==> config.mk <==
export PLATFORM = sky130hd
export DESIGN_NAME = dvfs_pstate_sequencer
export DESIGN_NICKNAME = d
export VERILOG_FILES = /design/src/rtl/dvfs_pkg.sv /design/src/rtl/dvfs_settle_timer.sv /design/src/rtl/dvfs_pstate_sequencer.sv
export SDC_FILE = /design/constraint.sdc
export NUM_CORES = 1
export LEC_CHECK = 0
export CAP_MARGIN = 40
export CELL_PAD_IN_SITES_DETAIL_PLACEMENT = 1
export CELL_PAD_IN_SITES_GLOBAL_PLACEMENT = 2
export CORE_MARGIN = 1
export CORE_UTILIZATION = 26
export DETAILED_ROUTE_END_ITERATION = 10
export PLACE_DENSITY = 0.57
export SLEW_MARGIN = 10
export SYNTH_ARGS = -nofsm -noshare
export SYNTH_HDL_FRONTEND = slang
export SYNTH_HIERARCHICAL = 1
export SYNTH_SLANG_ARGS = --single-unit
==> constraint.sdc <==
create_clock -name clk -period 4.7 [get_ports clk]
set_input_delay 0.47 -clock clk [delete_from_list [all_inputs] [get_ports clk]]
set_output_delay 0.47 -clock clk [all_outputs]
set_load 0.02 [all_outputs]
==> src/rtl/dvfs_pkg.sv <==
// Shared DVFS definitions: P-state/voltage widths, voltage table and sequencer state encoding.
// The DVFS utility block imports this too, so both sides agree on one voltage table.
package dvfs_pkg;

  localparam int PSTATE_W   = 2;
  localparam int VCODE_W    = 3;
  localparam int DIV_W      = 2;
  localparam int STATE_W    = 4;
  localparam int VBLANK_CYC = 2;

  typedef logic [PSTATE_W-1:0] pstate_t;
  typedef logic [VCODE_W-1:0]  vcode_t;

  localparam pstate_t P0        = '0;
  localparam vcode_t  VCODE_MAX = 3'd7;

  localparam logic [STATE_W-1:0] ST_IDLE    = 4'd0;
  localparam logic [STATE_W-1:0] ST_VSET    = 4'd1;
  localparam logic [STATE_W-1:0] ST_VBLANK  = 4'd2;
  localparam logic [STATE_W-1:0] ST_VWAIT   = 4'd3;
  localparam logic [STATE_W-1:0] ST_VSETTLE = 4'd4;
  localparam logic [STATE_W-1:0] ST_FSET    = 4'd5;
  localparam logic [STATE_W-1:0] ST_FSETTLE = 4'd6;
  localparam logic [STATE_W-1:0] ST_DONE    = 4'd7;
  localparam logic [STATE_W-1:0] ST_ERR     = 4'd8;

  // P0->7, P1->5, P2->3, P3->1
  function automatic vcode_t pstate_to_vcode(input pstate_t p);
    return VCODE_MAX - vcode_t'({p, 1'b0});
  endfunction

endpackage

==> src/rtl/dvfs_settle_timer.sv <==
// Loadable down-counter with terminal-count flag; shared by the blanking, pgood-timeout
// and settle intervals of the P-state sequencer.
module dvfs_settle_timer #(
  parameter int CNT_W = 8
) (
  input  logic             clk,
  input  logic             rst_n,
  input  logic             load,
  input  logic [CNT_W-1:0] load_val,
  output logic             tc
);

  logic [CNT_W-1:0] cnt;

  always_ff @(posedge clk or negedge rst_n) begin
    if (!rst_n)             cnt <= '0;
    else if (load)          cnt <= load_val;
    else if (cnt != '0)     cnt <= cnt - 1'b1;
  end

  assign tc = (cnt == '0);

endmodule

==> src/rtl/dvfs_pstate_sequencer.sv <==
// Accepts a target P-state and steps regulator voltage and clock divider in a safe order:
// voltage before frequency when speeding up, frequency before voltage when slowing down.
module dvfs_pstate_sequencer
  import dvfs_pkg::*;
#(
  parameter int VSETTLE_CYC = 64,
  parameter int FSETTLE_CYC = 16,
  parameter int PGOOD_TMO   = 255,
  parameter int CNT_W       = 8
) (
  input  logic       clk,
  input  logic       rst_n,
  input  logic [1:0] req_pstate,
  input  logic       req_valid,
  output logic       req_ready,
  output logic [2:0] vreg_code,
  output logic       vreg_set,
  input  logic       vreg_pgood,
  output logic [1:0] clk_div_sel,
  output logic [1:0] cur_pstate,
  output logic       busy,
  output logic       done,
  output logic       err
);

  logic [STATE_W-1:0] state, state_nxt;
  pstate_t            tgt, old, tgt_nxt;
  logic               accept, raise;
  logic               tmr_load, tmr_tc;
  logic [CNT_W-1:0]   tmr_val;

  assign accept  = req_valid && req_ready;
  assign tgt_nxt = accept ? req_pstate : tgt;
  assign raise   = (tgt < old);

  dvfs_settle_timer #(.CNT_W(CNT_W)) u_timer (
    .clk      (clk),
    .rst_n    (rst_n),
    .load     (tmr_load),
    .load_val (tmr_val),
    .tc       (tmr_tc)
  );

  // Each interval is loaded with N-1 on entry so the state lasts exactly N cycles.
  always_comb begin
    state_nxt = state;
    tmr_load  = 1'b0;
    tmr_val   = '0;
    case (state)
      ST_IDLE: begin
        if (accept) begin
          if (req_pstate == cur_pstate)     state_nxt = ST_DONE;
          else if (req_pstate < cur_pstate) state_nxt = ST_VSET;
          else                              state_nxt = ST_FSET;
        end
      end
      ST_VSET: begin
        state_nxt = ST_VBLANK;
        tmr_load  = 1'b1;
        tmr_val   = CNT_W'(VBLANK_CYC - 1);
      end
      ST_VBLANK: begin
        if (tmr_tc) begin
          state_nxt = ST_VWAIT;
          tmr_load  = 1'b1;
          tmr_val   = CNT_W'(PGOOD_TMO - 1);
        end
      end
      ST_VWAIT: begin
        if (vreg_pgood) begin
          state_nxt = ST_VSETTLE;
          tmr_load  = 1'b1;
          tmr_val   = CNT_W'(VSETTLE_CYC - 1);
        end else if (tmr_tc) begin
          state_nxt = ST_ERR;
        end
      end
      ST_VSETTLE: begin
        if (tmr_tc) state_nxt = raise ? ST_FSET : ST_DONE;
      end
      ST_FSET: begin
        state_nxt = ST_FSETTLE;
        tmr_load  = 1'b1;
        tmr_val   = CNT_W'(FSETTLE_CYC - 1);
      end
      ST_FSETTLE: begin
        if (tmr_tc) state_nxt = raise ? ST_DONE : ST_VSET;
      end
      default: state_nxt = ST_IDLE;
    endcase
  end

  // Outputs change on state entry so every output stays a plain register.
  always_ff @(posedge clk or negedge rst_n) begin
    if (!rst_n) begin
      state       <= ST_IDLE;
      tgt         <= P0;
      old         <= P0;
      cur_pstate  <= P0;
      clk_div_sel <= '0;
      vreg_code   <= VCODE_MAX;
      vreg_set    <= 1'b0;
      busy        <= 1'b0;
      done        <= 1'b0;
      err         <= 1'b0;
      req_ready   <= 1'b1;
    end else begin
      state     <= state_nxt;
      vreg_set  <= 1'b0;
      done      <= 1'b0;
      err       <= 1'b0;
      busy      <= (state_nxt != ST_IDLE);
      req_ready <= (state_nxt == ST_IDLE);
      if (accept) begin
        tgt <= req_pstate;
        old <= cur_pstate;
      end
      if (state_nxt != state) begin
        case (state_nxt)
          ST_VSET: begin
            vreg_code <= pstate_to_vcode(tgt_nxt);
            vreg_set  <= 1'b1;
          end
          ST_FSET: clk_div_sel <= tgt_nxt;
          ST_DONE: begin
            cur_pstate <= tgt_nxt;
            done       <= 1'b1;
          end
          // Restore the old voltage; the divider stays where it is, which is always safe.
          ST_ERR: begin
            vreg_code  <= pstate_to_vcode(old);
            vreg_set   <= 1'b1;
            err        <= 1'b1;
            cur_pstate <= clk_div_sel;
          end
          default: ;
        endcase
      end
    end
  end

endmodule

==> impl_summary.md <==
Status
The run finished with clean final reports.

Synth
The number of different library cells in the post-synthesis netlist is 62. Of the post-synthesis cell area, the dominant cell type holds 38.1%. The async set-reset flop share out of synthesis is 100%. The top cell type by total area after synthesis is sky130_fd_sc_hd__dfrtp_1.

The synthesized instance count is 163. In this run, synthesis produced a sequential element count of 27. The mapped cell area is 1580 um^2. During synthesis, Yosys emitted a total of 6 warnings.

The count of flip-flops with a built-in enable after synthesis is 0. The number of nets in the synthesized netlist is 173. The sequential cell area fraction in the yosys report is 43.1%.

In the synthesized netlist the dominant register cell turns out to be sky130_fd_sc_hd__dfrtp_1. The mean area per synthesized cell is 9.66 um^2. In the post-synthesis netlist, the biggest area contributors are sky130_fd_sc_hd__dfrtp_1 38%, sky130_fd_sc_hd__dfstp_2 5.0%, sky130_fd_sc_hd__nand2_1 4.5%, sky130_fd_sc_hd__ha_1 3.2%, sky130_fd_sc_hd__o21ai_0 2.5%.

Route
Once detail routing completed, the nets flagged for antenna violations numbered 0. The detail-routed via count per cell is 4.98. In the routed design, unresolved DRC markers number 0. The overall routed net length is 4010 um. The final route contains 1,241 vias.

The number of search-and-repair iterations in the first detailed-routing pass is 4. The post-detailed-route wirelength per cell is 16.1 um. The detailed router finished its first iteration with 29 violations.

Worst setup path
STA puts the critical path data arrival time at 3.42 ns. The endpoint type of the worst setup path is a register. The capture point of the worst path is clk_div_sel[0]. The largest single stage delay on the critical path is 0.47 ns. The highest fanout seen on the critical path is 8. The worst reg2reg path startpoint is u_timer/cnt[0].

The critical path's slowest cell is sky130_fd_sc_hd__or3b_1. The critical path required time is 4.86 ns. The register-to-register path setup slack is 1.44 ns. Measured in cells, the most critical reg-to-reg path has a length of 10. The critical path startpoint category is a register.

The category of the most critical setup path is reg2reg. The timing startpoint of the critical path is u_timer/cnt[0]. The reg-to-reg endpoint is clk_div_sel[0]. Traced cell by cell, the critical path runs through inv_1, ha_1, or3b_1, nor2_1, nand2_1, o21ai_0, mux2_2, or2_4, o21bai_2, mux2_4.

Floorplanning
The die covers 6370 um^2. The I/O pin total is 18. The number of rows in the core area is 27.

The starting utilization of the core area is 27.8%. From left edge to right edge, the die measures 79.8 um. The area of the core is 5680 um^2. Measured along the y axis, the die boundary spans 79.8 um.

Pwr
For this design the ratio of total power to cell area is 517 nW/um^2. For this design the static power due to leakage is 0.724 nW. The worst ir drop on vdd is 194 uV.

Timing
Setup violations remaining at the end of the flow were counted as 0. Adding up every negative setup slack in the final design gives 0 ns. Setup repair after global routing left no endpoint under its margin.

The fmax is 0.307 GHz. Across the routed clock network, the largest skew measured is 0.00389 ns. The worst pin sits at a relative slew slack of 63.7%. The max-slew violation count is 0. The number of hold violations in the final report is 0. The shortest period the worst path allows is 3.26 ns.

The transition at the pin with the smallest max-transition slack is 0.539 ns. The share of the cycle needed by the critical path after routing is 69.3%.

Run
Across the run, the number of max-cap violations was 0.

Layout
The utilization after layout is 32.2%. The total number of nets in the final design is 188. Leaving out fill and tap cells, the most frequent cell in the layout is sky130_fd_sc_hd__dfrtp_1.

The layout overhead on the synthesized area is 15.9%. The top cell types in the final layout, fill and taps aside, are 24 x sky130_fd_sc_hd__dfrtp_1, 19 x sky130_fd_sc_hd__nand2_1, 16 x sky130_fd_sc_hd__clkdlybuf4s50_1, 9 x sky130_fd_sc_hd__inv_1. In the final layout, the share of cells above drive strength 1 is 14.1%. 0 antenna diodes ended up in the layout.

GRT
The via count of the first global-routing pass is 1,357. After global routing the overflow that remains totals 0. Entering global routing, the biggest net connects 28 pins. The initial antenna violation count came to 0. The first global-routing pass estimated 6760 um of wire. The overall fraction of global-route tracks in use is 14.0%.

CTS
The number of sinks driven by the clock tree is 27. The number of hold buffers added after CTS was 0. At the later pin of the worst-skew pair, clock insertion delay measures 0.27 ns. After clock tree synthesis, the clock-pin slew on the worst setup and hold paths is 0.10 ns. In this run, post-CTS repair resized a total of 0 instances.

The clock passes through at most 2 buffers. The cell sitting at the root of the clock tree is a sky130_fd_sc_hd__clkbuf_8. Once the clock tree was built, the setup fixing pass inserted 0 buffers. The number of buffers inserted during clock tree synthesis is 3. TritonCTS built the clock tree. In this run the number of H-tree levels came out at 1.

Placement
During placement, the flow inserted port buffers numbering 16. At the end of routability-driven placement, the weighted congestion stood at 0.791. The detailed placement HPWL is 3130 um.

Worst hold path
The classification of the worst-slack hold path is reg2reg.
cells in the mapped netlist, drive strengths merged (2+ instances only):
master	instances
nand3	4
nand2	19
o31ai	3
a31oi	2
dfstp	3
dfrtp	24
o22ai	2
mux2	5
nand2b	2
o22a	2
o311ai	2
or2	5
nor4	4
nor3	5
o221ai	2
or4	2
buf	5
nor2b	3
ha	4
nor2	9
a21oi	6
inv	11
and2	2
or3	3
a21boi	2
o21ai	10
where the power goes:
group | leakage [nW] | internal, W | switching, W
sequential | 0.334 | 0.000315 | 0.0000946
clock | 0.0255 | 0.0000594 | 0.0000748
combinational | 0.364 | 0.000190 | 0.000211
total | 0.724 | 0.000564 | 0.000380
how the worst min path moves through the flow:
stage | start | endpoint | cells after the start
global placement | old[1] | old[1] | 2
detailed placement | old[1] | old[1] | 2
floorplan | rst_n | busy | 0
global route | vreg_code[1] | vreg_code[1] | 2
CTS | old[0] | vreg_code[1] | 1
finish | vreg_code[1] | vreg_code[1] | 2
registers in the layout, indices dropped and copies added, names as in the netlist:
signal and count:
busy 1, clk_div_sel 2, cur_pstate 2, done 1, err 1, old 2
req_ready 1, state 4, tgt 2, u_timer/cnt 8, vreg_code 2, vreg_set 1
metal layers:
metal | vias up | part of all wire, % | GRT usage [%]
met1 | 616 | 43 | 16.2
met3 | 2 | 1.5 | 1.71
li1 | 614 | - | -
met4 | 0 | 0.47 | 3.39
met5 | - | 0 | 0
met2 | 9 | 55 | 26.8
cells by family (layout without fill, tap and decap cells):
kind of cell / Yosys count / in the layout / share of synthesized area [%]
AND/OR/NAND/NOR: 66 / 66 / 24.0
AO/OA/AOI/OAI: 39 / 39 / 18.0
flip-flops: 27 / 27 / 43.1
buffers and inverters: 19 / 33 / 6.27
multiplexers: 6 / 6 / 4.69
adder cells (fa/ha/maj): 4 / 4 / 3.18
other: 1 / 1 / 0.238
XOR/XNOR: 1 / 1 / 0.556
final cells by class:
class	count	area, um^2
fillers	681	3850
multi-input cells	117	797
flip-flops and latches	27	679
repair buffers	17	168
well taps	72	90.1
inverters	12	45.0
clock buffers	3	41.3
clock inverters	1	5.00
critical path: cells and delay by family, from the launching register on:
family / cells / cell delay (ns)
compound gates: 2 / 0.39
fa+ha+maj: 1 / 0.23
buf+inv: 1 / 0.10
flops: 1 / 0.43
mux: 2 / 0.69
simple gates: 4 / 1.30
metrics by stage:
step	instance area [um^2]	std cells	power, W	setup WS (ns)	hold WS (ns)
after CTS	1830	249	0.000960	1.41	0.537
final	1830	249	0.000944	1.44	0.527
after floorplan	1580	163	0.000677	1.77	0.174
after global placement	1780	245	0.000810	1.54	0.502
after detailed placement	1780	245	0.000819	1.44	0.513
after global routing	1830	249	0.00102	1.26	0.546
Note: power is estimated with default switching activity, not from simulation.
